===== src/rtl/ov7670_pkg.sv =====
// Shared definitions for the OV7670 configuration path: ROM marker words and
// the sequencer state encoding. The config ROM contents use the same markers.
package ov7670_pkg;

  localparam logic [15:0] ROM_END   = 16'hFFFF;
  localparam logic [15:0] ROM_DELAY = 16'hFFF0;

  typedef enum logic [3:0] {
    S_IDLE,
    S_FETCH,
    S_LATCH,
    S_DECODE,
    S_SEND,
    S_WAIT_LOW,
    S_WAIT_HIGH,
    S_DELAY,
    S_DONE
  } seq_state_t;

endpackage


===== src/rtl/delay_counter.sv =====
// Down-counter for the fixed FFF0 delay. A load presets DELAY_CYCLES-1, each
// enabled cycle counts down, and the count parks at zero so the zero flag
// stays valid until the next load.
module delay_counter #(
  parameter int unsigned DELAY_CYCLES = 250_000
) (
  input  logic clk,
  input  logic rst_n,
  input  logic load,
  input  logic enable,
  output logic zero
);

  localparam int unsigned WIDTH = (DELAY_CYCLES > 1) ? $clog2(DELAY_CYCLES) : 1;
  localparam logic [WIDTH-1:0] LOAD_VAL = WIDTH'(DELAY_CYCLES - 1);

  logic [WIDTH-1:0] count;

  assign zero = (count == '0);

  // load has priority; count down while enabled and not yet at zero
  always_ff @(posedge clk or negedge rst_n) begin
    if (!rst_n) begin
      count <= '0;
    end else if (load) begin
      count <= LOAD_VAL;
    end else if (enable && !zero) begin
      count <= count - WIDTH'(1);
    end
  end

endmodule


===== src/rtl/ov7670_config_seq.sv =====
// Walks the OV7670 configuration ROM from address 0 and hands each entry to
// the SCCB write engine as (register, value). FFF0 inserts a fixed delay,
// FFFF ends the table, and address 255 is a hard stop without wrap.
//
//   state      | meaning
//   -----------+----------------------------------------------------------
//   IDLE       | waiting for start after reset
//   FETCH      | rom_addr presented, ROM samples it on this edge
//   LATCH      | ROM output registered into the entry register
//   DECODE     | classify entry: end marker, delay marker or register write
//   SEND       | sccb_start held high until the engine reports ready
//   WAIT_LOW   | waiting for the engine to drop ready (write taken)
//   WAIT_HIGH  | waiting for the engine to raise ready (write finished)
//   DELAY      | fixed delay running in delay_counter
//   DONE       | table finished, done held until the next start
module ov7670_config_seq
  import ov7670_pkg::*;
#(
  parameter int unsigned CLK_FREQ_HZ  = 25_000_000,
  parameter int unsigned DELAY_MS     = 10,
  parameter int unsigned DELAY_CYCLES = CLK_FREQ_HZ / 1000 * DELAY_MS
) (
  input  logic        clk,
  input  logic        rst_n,
  input  logic        start,
  output logic [7:0]  rom_addr,
  input  logic [15:0] rom_data,
  output logic        sccb_start,
  output logic [7:0]  sccb_reg,
  output logic [7:0]  sccb_val,
  input  logic        sccb_ready,
  output logic        busy,
  output logic        done
);

  seq_state_t  state;
  logic [15:0] entry;
  logic        dly_load;
  logic        dly_en;
  logic        dly_zero;
  logic        last_addr;

  assign dly_load  = (state == S_DECODE) && (entry == ROM_DELAY);
  assign dly_en    = (state == S_DELAY);
  assign last_addr = (rom_addr == 8'hFF);

  delay_counter #(
    .DELAY_CYCLES(DELAY_CYCLES)
  ) u_delay (
    .clk   (clk),
    .rst_n (rst_n),
    .load  (dly_load),
    .enable(dly_en),
    .zero  (dly_zero)
  );

  // sequencer: ROM walk, SCCB handshake and registered status outputs
  always_ff @(posedge clk or negedge rst_n) begin
    if (!rst_n) begin
      state      <= S_IDLE;
      rom_addr   <= '0;
      entry      <= '0;
      sccb_start <= 1'b0;
      sccb_reg   <= '0;
      sccb_val   <= '0;
      busy       <= 1'b0;
      done       <= 1'b0;
    end else begin
      case (state)
        S_IDLE, S_DONE: begin
          if (start) begin
            rom_addr <= '0;
            busy     <= 1'b1;
            done     <= 1'b0;
            state    <= S_FETCH;
          end
        end
        S_FETCH: state <= S_LATCH;
        S_LATCH: begin
          entry <= rom_data;
          state <= S_DECODE;
        end
        S_DECODE: begin
          if (entry == ROM_END) begin
            busy  <= 1'b0;
            done  <= 1'b1;
            state <= S_DONE;
          end else if (entry == ROM_DELAY) begin
            state <= S_DELAY;
          end else begin
            sccb_reg   <= entry[15:8];
            sccb_val   <= entry[7:0];
            sccb_start <= 1'b1;
            state      <= S_SEND;
          end
        end
        S_SEND: begin
          if (sccb_ready) begin
            sccb_start <= 1'b0;
            state      <= S_WAIT_LOW;
          end
        end
        S_WAIT_LOW: begin
          if (!sccb_ready) state <= S_WAIT_HIGH;
        end
        S_WAIT_HIGH, S_DELAY: begin
          // both leave on completion: write finished or delay expired
          if ((state == S_WAIT_HIGH) ? sccb_ready : dly_zero) begin
            if (last_addr) begin
              busy  <= 1'b0;
              done  <= 1'b1;
              state <= S_DONE;
            end else begin
              rom_addr <= rom_addr + 8'd1;
              state    <= S_FETCH;
            end
          end
        end
        default: state <= S_IDLE;
      endcase
    end
  end

endmodule


===== config.mk =====
export PLATFORM = sky130hd
export DESIGN_NAME = ov7670_config_seq
export DESIGN_NICKNAME = d
export VERILOG_FILES = /design/src/rtl/ov7670_pkg.sv /design/src/rtl/delay_counter.sv /design/src/rtl/ov7670_config_seq.sv
export SDC_FILE = /design/constraint.sdc
export NUM_CORES = 1
export LEC_CHECK = 0
export ABC_AREA = 1
export ABC_CLOCK_PERIOD_IN_PS = 4000
export CAP_MARGIN = 20
export CORE_MARGIN = 5
export CORE_UTILIZATION = 59
export DETAILED_ROUTE_END_ITERATION = 10
export PLACE_DENSITY = 0.94
export SYNTH_ARGS = -nofsm -noshare
export SYNTH_HDL_FRONTEND = slang
export SYNTH_SLANG_ARGS = --single-unit

===== constraint.sdc =====
create_clock -name clk -period 4 [get_ports clk]
set_clock_uncertainty 0.05 [all_clocks]
set_input_delay 0.6 -clock clk [delete_from_list [all_inputs] [get_ports clk]]
set_output_delay 0.6 -clock clk [all_outputs]
set_load 0.01 [all_outputs]

After elaboration in Yosys (flattened, before gate mapping) --
Index checks and enable logic that the tools add are counted.
Cells by class: reduce and logical (&&, ||, !) cells 16, bitwise gates (word level) 2, $add $sub $neg 2, muxes and demuxes 29, equal/unequal tests 20
Operators by type and width (number):
- $mux W18 | 2
- $eq A16 B16 Y1 const B | 2
- $pmux W4 S7 | 1
- $mux W4 | 6
- $mux W8 | 3
- $logic_not A18 Y1 | 1
- $sub A18 B1 Y18 const B | 1
- $eq A4 B3 Y1 const B | 4
- $ne A2 B2 Y1 const B | 8
- $pmux W8 S2 | 1
- $mux W1 | 12
- $reduce_and A4 Y1 | 3
- $add A8 B1 Y8 const B | 1
- $eq A4 B2 Y1 const B | 2
- $eq A8 B8 Y1 const B | 1
- $pmux W1 S3 | 2
- $reduce_bool A2 Y1 | 3
- $reduce_and A5 Y1 | 1
- $eq A4 B1 Y1 const B | 1
- $eq A4 B4 Y1 const B | 1
- $logic_not A4 Y1 | 1
- $reduce_or A2 Y1 | 2
- $reduce_and A3 Y1 | 1
- $reduce_bool A3 Y1 | 1
- other kinds (6) | 8
Storage, ports and cells: bits in registers 65, output and inout port bits 27, input port bits 20, logic and storage cells 78

Depth between registers and ports, before layout --
Gate-level depths: netlist of the first run.
depth in word-level cells 5, depth in mapped cells 11

Modules after synthesis --
From an unflattened synthesis of the first run, not the netlist that was laid out.
Unflattened totals: cells, all modules 464, area total of the unflattened synthesis 3539.6 um2
Modules (own cells, without submodules):
- ov7670_config_seq | area each 2249.7 um2, cells each 265, times used 1, seq. area each 1176.1 um2
- delay_counter | area each 1290.0 um2, cells each 199, times used 1, seq. area each 450.4 um2

Worst setup path before layout of the first run --
OpenSTA, ideal clock, no wires.
path kind register to register, from register u_delay.count[0], to register rom_addr[5], setup slack 2.325 ns, clock period less this slack 1.675 ns, arrival 1.508 ns, setup time 0.117 ns, stages on the path, launching flop included 12, path through dfrtp_1 inv_1 ha_1 nand2_1 nor2_4 nand3_2 nand2_1 nand3_1 nand2_2 nand2_4 nand2_1 nand2_1
On the way: longest elaborated chain between the ends 4
Ends and longest elaborated chain:
- start, declared | line delay_counter.sv:17 | logic [WIDTH-1:0] count;
- start signal, assigned | line delay_counter.sv:28 | count <= count - WIDTH'(1);
- $logic_not A18 Y1 | line delay_counter.sv:19 | assign zero = (count == '0);
- $mux W1 | line ov7670_config_seq.sv:108 | if ((state == S_WAIT_HIGH) ? sccb_ready : dly_zero) begin
- $ne A2 B2 Y1 (no source line)
- $reduce_and A4 Y1 (no source line)
- end signal, assigned | line ov7670_config_seq.sv:114 | rom_addr <= rom_addr + 8'd1;
- end, declared | line ov7670_config_seq.sv:26 | output logic [7:0] rom_addr,
Every way passes these cells. A chain may end at the register's enable or synchronous reset.

Final worst setup path of the first run --
from register rom_addr[5], to output rom_addr[5]
No word-level cell between the ends.

==> flow_metrics.tcl, run 1 <==
set metrics [dict create \
    outcome "finished, final reports clean" \
    cts_tree "done" \
    largest_register_ff_count 18 \
    worst-path-buf-inv 1 \
    die_w_um 84.9 \
    vias 3034 \
    synth_mux_area_share_pct 0 \
    rsz0062_at_grt "no" \
    yosys.area_share.adder_pct 0.757 \
    drive_gt1_share_pct 8.16 \
    synth-simple-area-share_pct 36.5 \
    yosys_warnings 0 \
    layout.nets 507 \
    dp_cells 545 \
    synth_cell_types 32 \
    path_cells "clkdlybuf4s50_1" \
    grt_pass1_vias 2909 \
    hold_violations 0 \
    tightest_slew_ps 580 \
    p_leak_nw 1.94 \
    hold_class "in -> async" \
    cts.sinks 65 \
    relSlewSlack_pct 61.0 \
    drt_iter0_drc 230 \
    cts_setup_buffers 0 \
    grt_antenna_before_repair 0 \
    ys_seq_area_share_pct 49.2 \
    rows 27 \
    gp_congestion 0.931 \
    setup_viol 0 \
    power_density_nw_per_um2 722 \
    synth_compound_area_share_pct 6.96 \
    dieArea_sq_um 7200 \
    grt_max_degree 51 \
    critPathKind "reg -> out" \
    fin_area_sq_um 4030 \
    clkLatencyLatePin_ps 350 \
    cap_viol_max_count 0 \
    avgSynthCellArea_sq_um 7.64 \
    cts.path.max_buffers 2 \
    endpoint_kind "primary output" \
    routed_wl_um 7500 \
    numCtsBuffers 9 \
    max_freq_mhz 488 \
    slew_violations 0 \
    dp_hpwl_um 5410 \
    syn_to_final_growth_pct 21.7 \
    cp_top_family "buffers and inverters" \
    core_area_sq_um 5470 \
    synth_top_family_by_area "simple AND/OR/NAND/NOR gates" \
    drc 0 \
    cp_slowest_cell "clkdlybuf4s50_1" \
    firstDrtPassIters 5 \
    via_per_inst 5.40 \
    grt-ovfl-total 0 \
    yosys.area_share.xor_xnor_pct 1.32 \
    place_area_sq_um 3830 \
    die_y_um 84.9 \
    worstSetupStartpointType "flip-flop" \
    nFillCells 426 \
    final_cells 562 \
    diodes 0 \
    mostFrequentLayoutCell "nand2_1" \
    crit_fanout 8 \
    pin_count 47 \
    cts.root.buffer_cell "clkbuf_8" \
    syn_area_sq_um 3310 \
    ir_drop_mv 0.410 \
    most-common-layout-cells "nand2_1 (153), dfrtp_1 (65), nor2_1 (52)" \
    tns_ps 0 \
    synth-seq-cells 65 \
    path_clk_slew_ps 70 \
    reg_top3 "u_delay.count (18), entry (16)" \
    top_register "u_delay.count" \
    avgRoutedWirePerCell_um 13.3 \
    cts_resized 0 \
    start_util_pct 60.4 \
    post-route-period-util_pct 51.2 \
    synth_nets 455 \
    grtUsageTotal_pct 22.3 \
    fin_crit_ps 2050 \
    crit_arrival_ps 1400 \
    synthCells 433 \
    cp.required_ps 3350 \
    cts_hold_buf 0 \
    grt_pass1_wl_um 13000 \
    slowest_delay_ps 580 \
    port_buffers 46 \
    ant_nets 0 \
    htree_levels 3 \
]
## worst register-to-register path, cell delays in order (launching register included)
cell and delay (ps):
dfrtp_1 420, inv_1 90, ha_1 190, nand2_1 150, nor2_4 210, nand3_2 130, nand2_2 230, nand2_2 160
nand2_1 120, nor2_1 50, nor2_1 80, nand2_1 50
## synth_stat cells
library cell	count	share of area (%)
nand3_1	36	5.4
a31oi_4	1	0.64
clkbuf_1	4	0.45
nor2_1	52	5.9
o31ai_1	1	0.23
nor2_2	2	0.38
a21oi_1	8	1.2
nor3_2	2	0.61
inv_1	30	3.4
nand2_1	153	17
and3_1	2	0.38
xnor2_1	2	0.53
ha_1	2	0.76
o21ai_1	9	1.4
nor3_4	1	0.49
o21bai_1	2	0.45
o211ai_1	2	0.45
nor2_4	2	0.68
o21ai_0	16	2.4
nand4_1	9	1.7
buf_2	4	0.61
nor3_1	5	0.76
dfrtp_1	65	49
inv_2	5	0.57
nand3b_1	2	0.45
nand2_2	5	0.95
xor2_1	3	0.79
clkinv_1	2	0.23
nand2_4	1	0.34
nor3b_1	2	0.45
a31oi_1	1	0.19
nand3_2	2	0.61
## layer usage
metal | up-vias | track usage [%] | share of wire (%)
met5 | - | 0 | 0
met4 | 0 | 6.76 | 1.4
met3 | 12 | 6.31 | 6.2
met2 | 105 | 37.9 | 49
met1 | 1421 | 27.7 | 43
li1 | 1496 | - | -
## per-stage QoR
step	total power, mW	hold slack, ps	util, %	setup WS [ps]
after floorplan	1.97	254	-	2330
after global placement	2.33	410	70.0	2040
after detailed placement	2.40	409	70.0	1980
after CTS	2.91	428	73.2	1950
after global routing	3.15	159	73.5	1750
final	2.91	141	73.5	1950
## power by group
group	internal (mW)	leakage [nW]	total [mW]	switching, mW
Clock	0.225	0.0785	0.495	0.269
Combinational	0.505	1.03	1.29	0.788
Sequential	0.911	0.838	1.12	0.206
Total	1.64	1.94	2.91	1.26
## final timing paths
| path | depth (start not counted) | end | startpoint | slack, ps |
|---|---|---|---|---|
| worst max-delay path | 1 | rom_addr[5] | rom_addr[5] | 1950 |
| worst min-delay path | 1 | rom_addr[5] | rst_n | 140 |
| worst max register to register | 11 | u_delay.count[12] | u_delay.count[0] | 1960 |
| worst min register to register | 2 | sccb_reg[3] | sccb_reg[3] | 420 |
| max in group asynchronous | 3 | sccb_reg[7] | rst_n | 2960 |
| min in group clk | 2 | sccb_reg[3] | sccb_reg[3] | 420 |
## cell type report
cell class / count / area [sq um] / share of cell area, %
clock buffer: 10 / 128 / 3.17
inverter: 37 / 139 / 3.45
tap: 72 / 90.1 / 2.24
clock inverter: 6 / 45.0 / 1.12
sequential: 65 / 1630 / 40.4
timing repair buffer: 49 / 490 / 12.2
multi-input combinational: 323 / 1510 / 37.4
## logic make-up (layout without fill, tap and decap cells)
group           Yosys count  count (layout)
xor+xnor                  5               5
fa+ha+maj                 2               2
simple gates            276             276
buf+inv                  45             102
compound gates           40              40
flops                    65              65
Note: power is estimated with default switching activity, not from simulation.
==> inputs of run 2 (changes only) <==
Settings changed: ABC_CLOCK_PERIOD_IN_PS 4000 to 2100, CORE_UTILIZATION 59 to 54, PLACE_DENSITY 0.94 to 0.88.
Clock period 4 ns to 2.1 ns, I/O delays scaled along.
==> run 2 against run 1 <==
Against the previous run:
- routed wire length is 5.3% higher
- worst hold slack better by 290 ps
- critical endpoint is now sccb_val[1]
- cell area is 2.1% higher
- critical path type is now reg -> reg
- highest routed layer unchanged
- setup slack got worse by 1800 ps
- critical path depth grew 7
- via count grew 1.7%
- total power increased by 100%
- sequential cell count is the same
- die area is 8.1% higher
==> flow_metrics.tcl, run 2 (same netlist as run 1, synthesis figures left out) <==
set metrics [dict create \
    dp_cells 550 \
    grt_pass1_wl_um 13200 \
    cts.root.buffer_cell "clkbuf_8" \
    max_freq_mhz 514 \
    reg_top3 "u_delay.count (18), entry (16)" \
    largest_register_ff_count 18 \
    path_clk_slew_ps 80 \
    cp.required_ps 2270 \
    dieArea_sq_um 7790 \
    outcome "finished, final reports clean" \
    dp_hpwl_um 5250 \
    start_util_pct 55.9 \
    port_buffers 46 \
    mostFrequentLayoutCell "nand2_1" \
    firstDrtPassIters 5 \
    die_w_um 88.3 \
    post-route-period-util_pct 92.6 \
    cts.path.max_buffers 2 \
    layout.nets 511 \
    relSlewSlack_pct 64.1 \
    cap_viol_max_count 0 \
    critPathKind "reg -> reg" \
    vias 3085 \
    hold_violations 0 \
    core_area_sq_um 5920 \
    grt_pass1_vias 3022 \
    pin_count 47 \
    cts.sinks 65 \
    rows 28 \
    cts_tree "done" \
    setup_viol 0 \
    routed_wl_um 7890 \
    power_density_nw_per_um2 1420 \
    clkLatencyLatePin_ps 350 \
    diodes 0 \
    tns_ps 0 \
    numCtsBuffers 9 \
    p_leak_nw 1.99 \
    drt_iter0_drc 253 \
    most-common-layout-cells "nand2_1 (152), dfrtp_1 (65), nor2_1 (52)" \
    reg2reg_slack_ps 150 \
    avgRoutedWirePerCell_um 13.9 \
    syn_to_final_growth_pct 24.2 \
    tightest_slew_ps 534 \
    grt-ovfl-total 0 \
    via_per_inst 5.42 \
    grt_antenna_before_repair 0 \
    crit_fanout 23 \
    crit_arrival_ps 2120 \
    drive_gt1_share_pct 9.31 \
    ir_drop_mv 0.827 \
    final_cells 569 \
    grtUsageTotal_pct 21.7 \
    slew_violations 0 \
    worstSetupStartpointType "flip-flop" \
    ant_nets 0 \
    grt_max_degree 66 \
    hold_class "reg -> reg" \
    top_register "u_delay.count" \
    die_y_um 88.3 \
    htree_levels 3 \
    drc 0 \
    endpoint_kind "flip-flop" \
    fin_crit_ps 1950 \
    gp_congestion 0.914 \
]
run 2: layout make-up:
cell class / count / area, sq um
Inverter: 37 / 139
Fill cell: 452 / 1810
Sequential cell: 65 / 1630
Tap cell: 75 / 93.8
Timing Repair Buffer: 53 / 523
Clock buffer: 9 / 124
Multi-Input combinational cell: 323 / 1520
Clock inverter: 7 / 77.6
run 2: layer usage:
metal / GRT usage [%] / vias up / share of wire [%] / wire (um)
li1: - / 1504 / - / -
met1: 27.0 / 1434 / 42 / 3300
met2: 35.3 / 122 / 48 / 3800
met3: 4.56 / 25 / 7.0 / 553
met4: 11.8 / 0 / 3.0 / 239
met5: 0 / - / 0 / 0
run 2: stage by stage:
step	cell area (sq um)	power, mW	utilization, %	hold slack, ps	worst slack (ps)
floorplan	3310	3.74	-	-30.6	425
global placement	3860	4.45	65.3	303	227
detailed placement	3860	4.56	65.3	306	130
CTS	4080	5.71	68.8	434	110
global route	4110	6.29	69.4	454	-39.6
finish	4110	5.82	69.4	427	154
run 2: final timing paths:
check,start,end,cells past startpoint
min in group asynchronous,rst_n,rom_addr[2],3
min reg2reg,done,done,2
max reg2reg,state[2],sccb_val[1],8
max,state[2],sccb_val[1],8
max in group asynchronous,rst_n,entry[10],3
min,done,done,2
run 2: timing repair:
action	4_1_cts	5_1_grt
setup endpoints to repair	0	19
resized for setup	0	4
endpoints found under the hold margin	65	0
hold buffers	1	0
setup buffers	0	2
run 2: worst max-delay path, cell delays in order (launching register included):
cell and delay, ps:
dfrtp_1 380, inv_1 110, nand2_1 140, nor3_4 220, o21ai_1 180, inv_2 200, nand2_2 310, nand2_1 150
o21ai_1 80
run 2: power breakdown:
group	switching, mW	total (mW)	internal [mW]
combinational	1.58	2.58	1.01
clock	0.549	1.11	0.560
sequential	0.398	2.13	1.73
total	2.52	5.82	3.30
